`config.mk`:
```
export PLATFORM = sky130hd
export DESIGN_NAME = flip_flop_flat
export DESIGN_NICKNAME = d
export VERILOG_FILES = /design/src/rtl/flip_flop_if.sv /design/src/rtl/flip_flop.sv /design/src/flat_wrapper.sv
export SDC_FILE = /design/constraint.sdc
export NUM_CORES = 1
export LEC_CHECK = 0
export ABC_AREA = 1
export ABC_CLOCK_PERIOD_IN_PS = 800
export CAP_MARGIN = 20
export CORE_MARGIN = 4
export CORE_UTILIZATION = 35
export CTS_CLUSTER_DIAMETER = 100
export DETAILED_ROUTE_END_ITERATION = 8
export PLACE_DENSITY = 0.8
export SLEW_MARGIN = 20
export SYNTH_ARGS = -nofsm -noshare
export SYNTH_HDL_FRONTEND = slang
export SYNTH_SLANG_ARGS = --single-unit
```
`constraint.sdc`:
```
create_clock -name clk -period 0.8 [get_ports clk]
set_input_delay 0.16 -clock clk [delete_from_list [all_inputs] [get_ports clk]]
set_output_delay 0.16 -clock clk [all_outputs]
set_load 0.03 [all_outputs]
```
`src/rtl/flip_flop_if.sv`:
```
// Data/enable/output bundle for the load-enable register.
// The producer drives d and en, and the register returns q.
interface flip_flop_if #(
  parameter int WIDTH = 32
);
  logic [WIDTH-1:0] d;
  logic             en;
  logic [WIDTH-1:0] q;

  modport master (
    output d,
    output en,
    input  q
  );

  modport slave (
    input  d,
    input  en,
    output q
  );
endinterface

```
`src/rtl/flip_flop.sv`:
```
// Load-enable register bank with synchronous active-low reset to RESET_VAL.
// q is purely registered, so there is no combinational path from any input to q.
module flip_flop #(
  parameter int             WIDTH     = 32,
  parameter logic [WIDTH-1:0] RESET_VAL = '0
) (
  input logic        clk,
  input logic        rset,
  flip_flop_if.slave bus
);

  logic [WIDTH-1:0] q_d;
  logic [WIDTH-1:0] q_q;

  always_comb begin
    q_d = q_q;
    if (bus.en) begin
      q_d = bus.d;
    end
  end

  // Reset has priority, so the d value on a reset edge is dropped.
  always_ff @(posedge clk) begin
    if (!rset) begin
      q_q <= RESET_VAL;
    end else begin
      q_q <= q_d;
    end
  end

  assign bus.q = q_q;

  en_known_a : assert property (@(posedge clk) rset |-> !$isunknown(bus.en))
    else $error("flip_flop: en unknown while out of reset");

endmodule

```
`src/flat_wrapper.sv`:
```
// flat-port wrapper written by rule: the top's interface ports become plain ports
module flip_flop_flat 
#(
  parameter int             WIDTH     = 32,
  parameter logic [WIDTH-1:0] RESET_VAL = '0
)
  (clk, rset, bus_d, bus_en, bus_q);
  flip_flop_if #(.WIDTH(WIDTH)) bus_i ();
  input logic clk;
  input logic rset;
  input wire logic [$bits(bus_i.d)-1:0] bus_d;
  input wire logic [$bits(bus_i.en)-1:0] bus_en;
  output wire logic [$bits(bus_i.q)-1:0] bus_q;
  assign bus_i.d = bus_d;
  assign bus_i.en = bus_en;
  assign bus_q = bus_i.q;
  flip_flop #(.WIDTH(WIDTH), .RESET_VAL(RESET_VAL)) u_core (.clk(clk), .rset(rset), .bus(bus_i));
endmodule
```
=== After elaboration in Yosys (flattened, before gate mapping) ===
Cells that the tools add are included.

* Bits in registers: 32
* Logic and storage cells: 1
* Output and inout port bits: 32
* Bits of input ports: 35

=== Longest topological paths before layout ===
* Depth after elaboration: 0
* Depth in mapped cells: 5
* Gate-level depth less buffers: 4

=== Worst setup path after synthesis ===
Ideal clock, no wire load.

* Path type: flip-flop to flip-flop
* Start: register u_core.bus.q[30] (netlist name)
* End: register u_core.q_q[30] (netlist: u_core.bus.q[30])
* Cell stages (with the launch flop): 3
* Buffers on the path: 0
* Arrival: 0.648 ns
* Library setup time: 0.064 ns
* Setup slack: 0.088 ns
* Clock period less this slack: 0.712 ns
* Data required time: 0.736 ns
* Path through: dfxtp_1 > nor2_1 > nor2_1

{| class="wikitable"
|+ RTL lines
! what !! line !! RTL
|-
| end signal, assigned || flip_flop.sv:27 || <nowiki>q_q <= q_d;</nowiki>
|-
| end, declared || flip_flop.sv:13 || <nowiki>logic [WIDTH-1:0] q_q;</nowiki>
|}

=== Worst setup path in the final report ===
* Start: register u_core.q_q[30] (netlist: u_core.bus.q[30])
* End: output port bus_q[30]

{| class="wikitable"
|+ RTL lines
! what !! line !! RTL
|-
| end, declared || flat_wrapper.sv:13 || <nowiki>output wire logic [$bits(bus_i.q)-1:0] bus_q;</nowiki>
|}

No word-level cell between the ends.

==> out/qor.txt <==
Worst Path Max Fanout -> 2
Mapped Nets -> 237
Synth Cell Area -> 0.00134 mm2
Area leader, netlist -> dfxtp_1
DIE WIDTH -> 69.8 um
Max Cap Viol -> 0
Htree depth -> 2
FF-to-FF Start -> u_core.bus.q[15]
Largest delay share family, worst path -> flip-flops
Fin nets -> 307
Max IR drop VDD -> 0.00119 V
Row Count -> 22
DR vias -> 1303
Skew-Pair Late Insertion Delay -> 270 ps
Post-synthesis async set-or-reset flop share -> 0%
Non-filler instance count after layout -> 321
Critical Path RT -> 640 ps
Cell Chain, Critical Path -> buf_6
CP max-delay cell -> dfxtp_2
Initial antenna violation count -> 0
Fin Hold WS -> 362 ps
DRT iter0 DRCs -> 59
Tcrit/Tclk final -> 113%
YS warnings -> 0
Pre-antenna DRT Iters -> 4
Dpl hpwl -> 2070 um
ANT nets after route -> 0
Utilization after layout -> 61.2%
Final instance area -> 0.00224 mm2
Final min period -> 901 ps
Failing checks -> negative setup slack
Vias in the first global route -> 1203
Area grow syn2layout -> 67.9%
Yosys top cell area share -> 48.0%
Share of cells above drive strength 1 -> 28.6%
Clock Tree Buf Depth -> 2
Skew final -> 0 ps
CTS sink cnt -> 32
Num CTS Buffers -> 5
Total Die Area -> 0.00487 mm2
Gr usage total -> 13.1%
Grt ovf -> 0
Leading post-synthesis cells by cell area -> dfxtp_1 (48%), nand2_1 (18%), nor2_1 (18%)
Starting Density -> 36.5%
Worst R2R End -> u_core.bus.q[15]
Fin. Hold Viols -> 0
Number of remaining DRC errors -> 0
I/O Pins -> 67
Post-synth EDFFs -> 0
Wire length per cell -> 9.53 um
F_max -> 1110 MHz
Chip height -> 69.8 um
Final worst slack -> -101 ps
Max incr delay on CP -> 340 ps
Ys flop type -> dfxtp_1
Crit Path Class -> reg2out
Global-route wire length before repair -> 5170 um
Max reg flops -> 32
Min-delay src -> bus_en
Cells after Synth -> 202
RSZ-0062 raised after global routing -> yes
Status -> complete, but fails checks
Core area -> 0.00366 mm2
Via density -> 4.06
Hold buffers post-CTS -> 0
Commonest cells post-synth -> nand2_1 (64), nor2_1 (64), dfxtp_1 (32), inv_1 (32), buf_6 (7)
Crit. End Element -> output port
Dpl cells -> 309
Yosys reg bits -> 32
Gpl congestion -> 0.751
Worst-path clk slew -> 60 ps
IO Port Bufs -> 66
N_diodes -> 0
Data arrival, critical path -> 740 ps
Type of origin of the critical path -> register
Placed inst area -> 0.00194 mm2
Worst Hold Class -> in2reg
Avg Cell Area, Syn -> 6.61 um2
Clock root buffer -> clkbuf_8
Leak Pwr -> 1.18 nW
Distinct cell type count after synthesis -> 6
Rel. slew slack -> 89.0%
Setup violators final -> 32
DRT Wirelength -> 3060 um
Largest net degree at the start of global routing -> 37
R2r setup slk -> 120 ps
CTS tree -> built
Register area share after synthesis -> 48.0%
Slew @ Worst Pin -> 166 ps
Hold EP -> u_core.bus.q[8]
FF-to-FF path depth -> 3
Pwr Density -> 1790 mW/mm2
Bufs and invs on worst path -> 1
Slew Limit Fails -> 0
Worst hold stages -> 4
[placed cells by master, fill, tap and decap left out]
master,synthesis,final
nor2_1,64,64
nand2_1,64,64
inv_1,32,32
clkdlybuf4s50_1,0,32
buf_6,7,32
dfxtp_2,0,32
clkbuf_8,0,6
buf_12,0,3
buf_4,0,3
clkbuf_1,0,2
bufbuf_16,0,1
buf_2,3,1
dlygate4sd2_1,0,1
[worst register-to-register path: stages, from the launching register on]
cell and delay (ps):
dfxtp_2 330, buf_4 130, nor2_1 70, nor2_1 50
[cells by family (layout without fill, tap and decap cells)]
group	Yosys count	count (layout)	share of synthesized area, %
buffers and inverters	42	113	16.0
flip-flops	32	32	48.0
AND/OR/NAND/NOR	128	128	36.0
[per-stage QoR]
| stage | power [mW] | setup slack (ps) | setup TNS, ps |
|---|---|---|---|
| floorplan | 2.29 | 88.3 | 0 |
| global placement | 2.65 | -259 | -8130 |
| detailed placement | 2.67 | -297 | -8740 |
| CTS | 4.04 | -115 | -3250 |
| global route | 4.22 | -137 | -3900 |
| finish | 4.00 | -101 | -2910 |
[power breakdown]
| group | switching [mW] | internal (mW) | total [mW] |
|---|---|---|---|
| logic | 0.474 | 0.496 | 0.970 |
| registers | 0.0758 | 1.73 | 1.81 |
| clock network | 0.527 | 0.700 | 1.23 |
[worst max path at each step]
stage	start	to	slack (ps)	cells after the start
4_1_cts	u_core.bus.q[15]	bus_q[15]	-120	1
3_5_place_dp	rset	u_core.bus.q[15]	-300	4
5_1_grt	u_core.bus.q[9]	bus_q[9]	-140	1
3_3_place_gp	rset	u_core.bus.q[4]	-260	4
6_report	u_core.bus.q[30]	bus_q[30]	-100	1
2_1_floorplan	u_core.bus.q[30]	u_core.bus.q[30]	90	2
[routing by layer]
metal / vias to the layer above / wire (um) / share of wire (%) / track usage [%]
met2: 50 / 1440 / 47 / 22.6
met1: 541 / 1250 / 41 / 13.5
met5: - / 0 / 0 / 0
met3: 6 / 318 / 10 / 6.38
met4: 0 / 51 / 1.7 / 5.11
li1: 706 / - / - / -
[timing repair]
action                                  in CTS  in global routing
gates resized for setup                     65                  0
cloned                                       1                  0
endpoints found under the hold margin        0                  0
endpoints found under the setup margin      34                 32
setup buffers                                1                  2
[layout make-up]
class	count	area (um2)
inverters	32	120
well taps	48	60.1
flip-flops and latches	32	681
repair buffers	73	810
fillers	332	1420
multi-input cells	128	480
clock buffers	8	90.1
Power figures use the tool's default switching activity.
==> RTL change, RTL diff (same flow settings) <==
`WIDTH` is set to 32 in 3 places; all go to 16.
--- a/src/rtl/flip_flop_if.sv
+++ b/src/rtl/flip_flop_if.sv
@@ -2,5 +2,5 @@
 // The producer drives d and en, and the register returns q.
 interface flip_flop_if #(
-  parameter int WIDTH = 32
+  parameter int WIDTH = 16
 );
   logic [WIDTH-1:0] d;
--- a/src/rtl/flip_flop.sv
+++ b/src/rtl/flip_flop.sv
@@ -2,5 +2,5 @@
 // q is purely registered, so there is no combinational path from any input to q.
 module flip_flop #(
-  parameter int             WIDTH     = 32,
+  parameter int             WIDTH     = 16,
   parameter logic [WIDTH-1:0] RESET_VAL = '0
 ) (
--- a/src/flat_wrapper.sv
+++ b/src/flat_wrapper.sv
@@ -2,5 +2,5 @@
 module flip_flop_flat 
 #(
-  parameter int             WIDTH     = 32,
+  parameter int             WIDTH     = 16,
   parameter logic [WIDTH-1:0] RESET_VAL = '0
 )
Ports: changed (resized bus_d and bus_q); port bits go from 67 to 35. The function was not compared with the original's and may differ.
==> RTL change against the original RTL <==
The flow still finishes with violations (negative setup slack); setup slack got worse by 0.011 ns; synthesized area fell by 49%; first-iteration DRC count fell by 93%; total power fell by 52%; sequential cell count fell by 16; clock skew did not move; register-to-register slack barely moved; utilization rose by 4.5 points; die area fell by 45%; combinational power fell by 47%; routed wire length fell by 48%; cell area fell by 48%.
==> RTL change: results (changes against the original RTL) <==
synthesis:
  post_synth_inst_count: 101  # was 202
  post_synth_num_cell_types: 8  # was 6
  leading_cell_types_by_total_area_after_synthesis: "dfxtp_1 47%, nand2_1 18%, nor2_1 16%"  # was dfxtp_1 48%, nand2_1 18%, nor2_1 18%
  post_synth_most_frequent_cells: "32 x nand2_1, 29 x nor2_1, 16 x dfxtp_1, 16 x inv_1"  # was 64 x nand2_1, 64 x nor2_1, 32 x dfxtp_1, 32 x inv_1, 7 x buf_6
floorplanning:
  die_w_um: 51.90  # was 69.76 um
layout:
  clkCellAreaFrac: 0.03098  # was 0.04020
  n_multi_input_combinational_cell: 64  # was 128
  multi_input_area_share: 0.2115  # was 0.2144
  final.fill_count: 151  # was 332
  signal_buffers: 41  # was 73
  sh_seq_area: 0.2906  # was 0.3037
  nClkBuffers: 4  # was 8
  largest_reg_flops: 16  # was 32
  layout.buffer.nonclock.area_share: 0.3889  # was 0.3613
routing:
  drt_first_iter_violations: 4  # was 59
  vias_per_cell: 4.042  # was 4.059
  drt_wl_total_mm: 1.588  # was 3.059 mm
global_routing:
  grt_util_all_layers: 0.1273  # was 0.1307
  first_global_vias: 627  # was 1203
clock_tree:
  path_clk_slew_ns: 0.09  # was 0.06 ns
  cts_repair_resize_count: 33  # was 65
  numCtsBuffers: 3  # was 5
  cts_sinks: 16  # was 32
critical_path:
  critPathLaunch: "u_core.bus.q[6]"  # was u_core.bus.q[30]
placement:
  placed_cell_area_sq_um: 1002  # was 1937 sq um
  detailed_place_hpwl_mm: 1.086  # was 2.074 mm
timing:
  setup_viol: 16  # was 32
  totalNegativeSetupSlack_ns: -1.655  # was -2.910 ns
  final_critical_path_setup_slack_ns: -0.1127  # was -0.1013 ns
power_and_ir_drop:
  power.combinational.fraction: 0.267  # was 0.242
  vdd_ir_drop_max_v: 0.0007022  # was 0.001194 V
run_status:
  outcome: "finished with violations"  # unchanged
  violations: "negative setup slack"  # unchanged
-- RTL change: cell count changes in the layout (fill, tap and decap cells not counted) --
cell	before	now
buf_12	3	1
clkbuf_1	2	0
nor2_1	64	29
buf_6	32	17
nand2_1	64	32
nor2_2	0	3
buf_4	3	4
clkdlybuf4s50_1	32	16
inv_1	32	16
dfxtp_2	32	16
clkbuf_4	0	3
buf_2	1	0
dlymetal6s2s_1	0	1
clkbuf_8	6	1
-- RTL change: worst paths after layout --
kind / endpoint / slack [ns] / cells after the start
setup / recovery: bus_q[6] / -0.11 / 1
hold / removal: u_core.bus.q[13] / 0.29 / 4
setup reg to reg: u_core.bus.q[11] / 0.12 / 3
hold reg to reg: u_core.bus.q[0] / 0.48 / 2
-- RTL change: kinds of logic after synthesis --
logic type	after synthesis
simple gates	64
buf+inv	21
flops	16
-- RTL change: routing by layer --
metal | wire (um) | track usage
met1 | 724 | 0.1623
met2 | 728 | 0.2071
met3 | 135 | 0.03438
met4 | 0 | 0.03930
met5 | 0 | 0
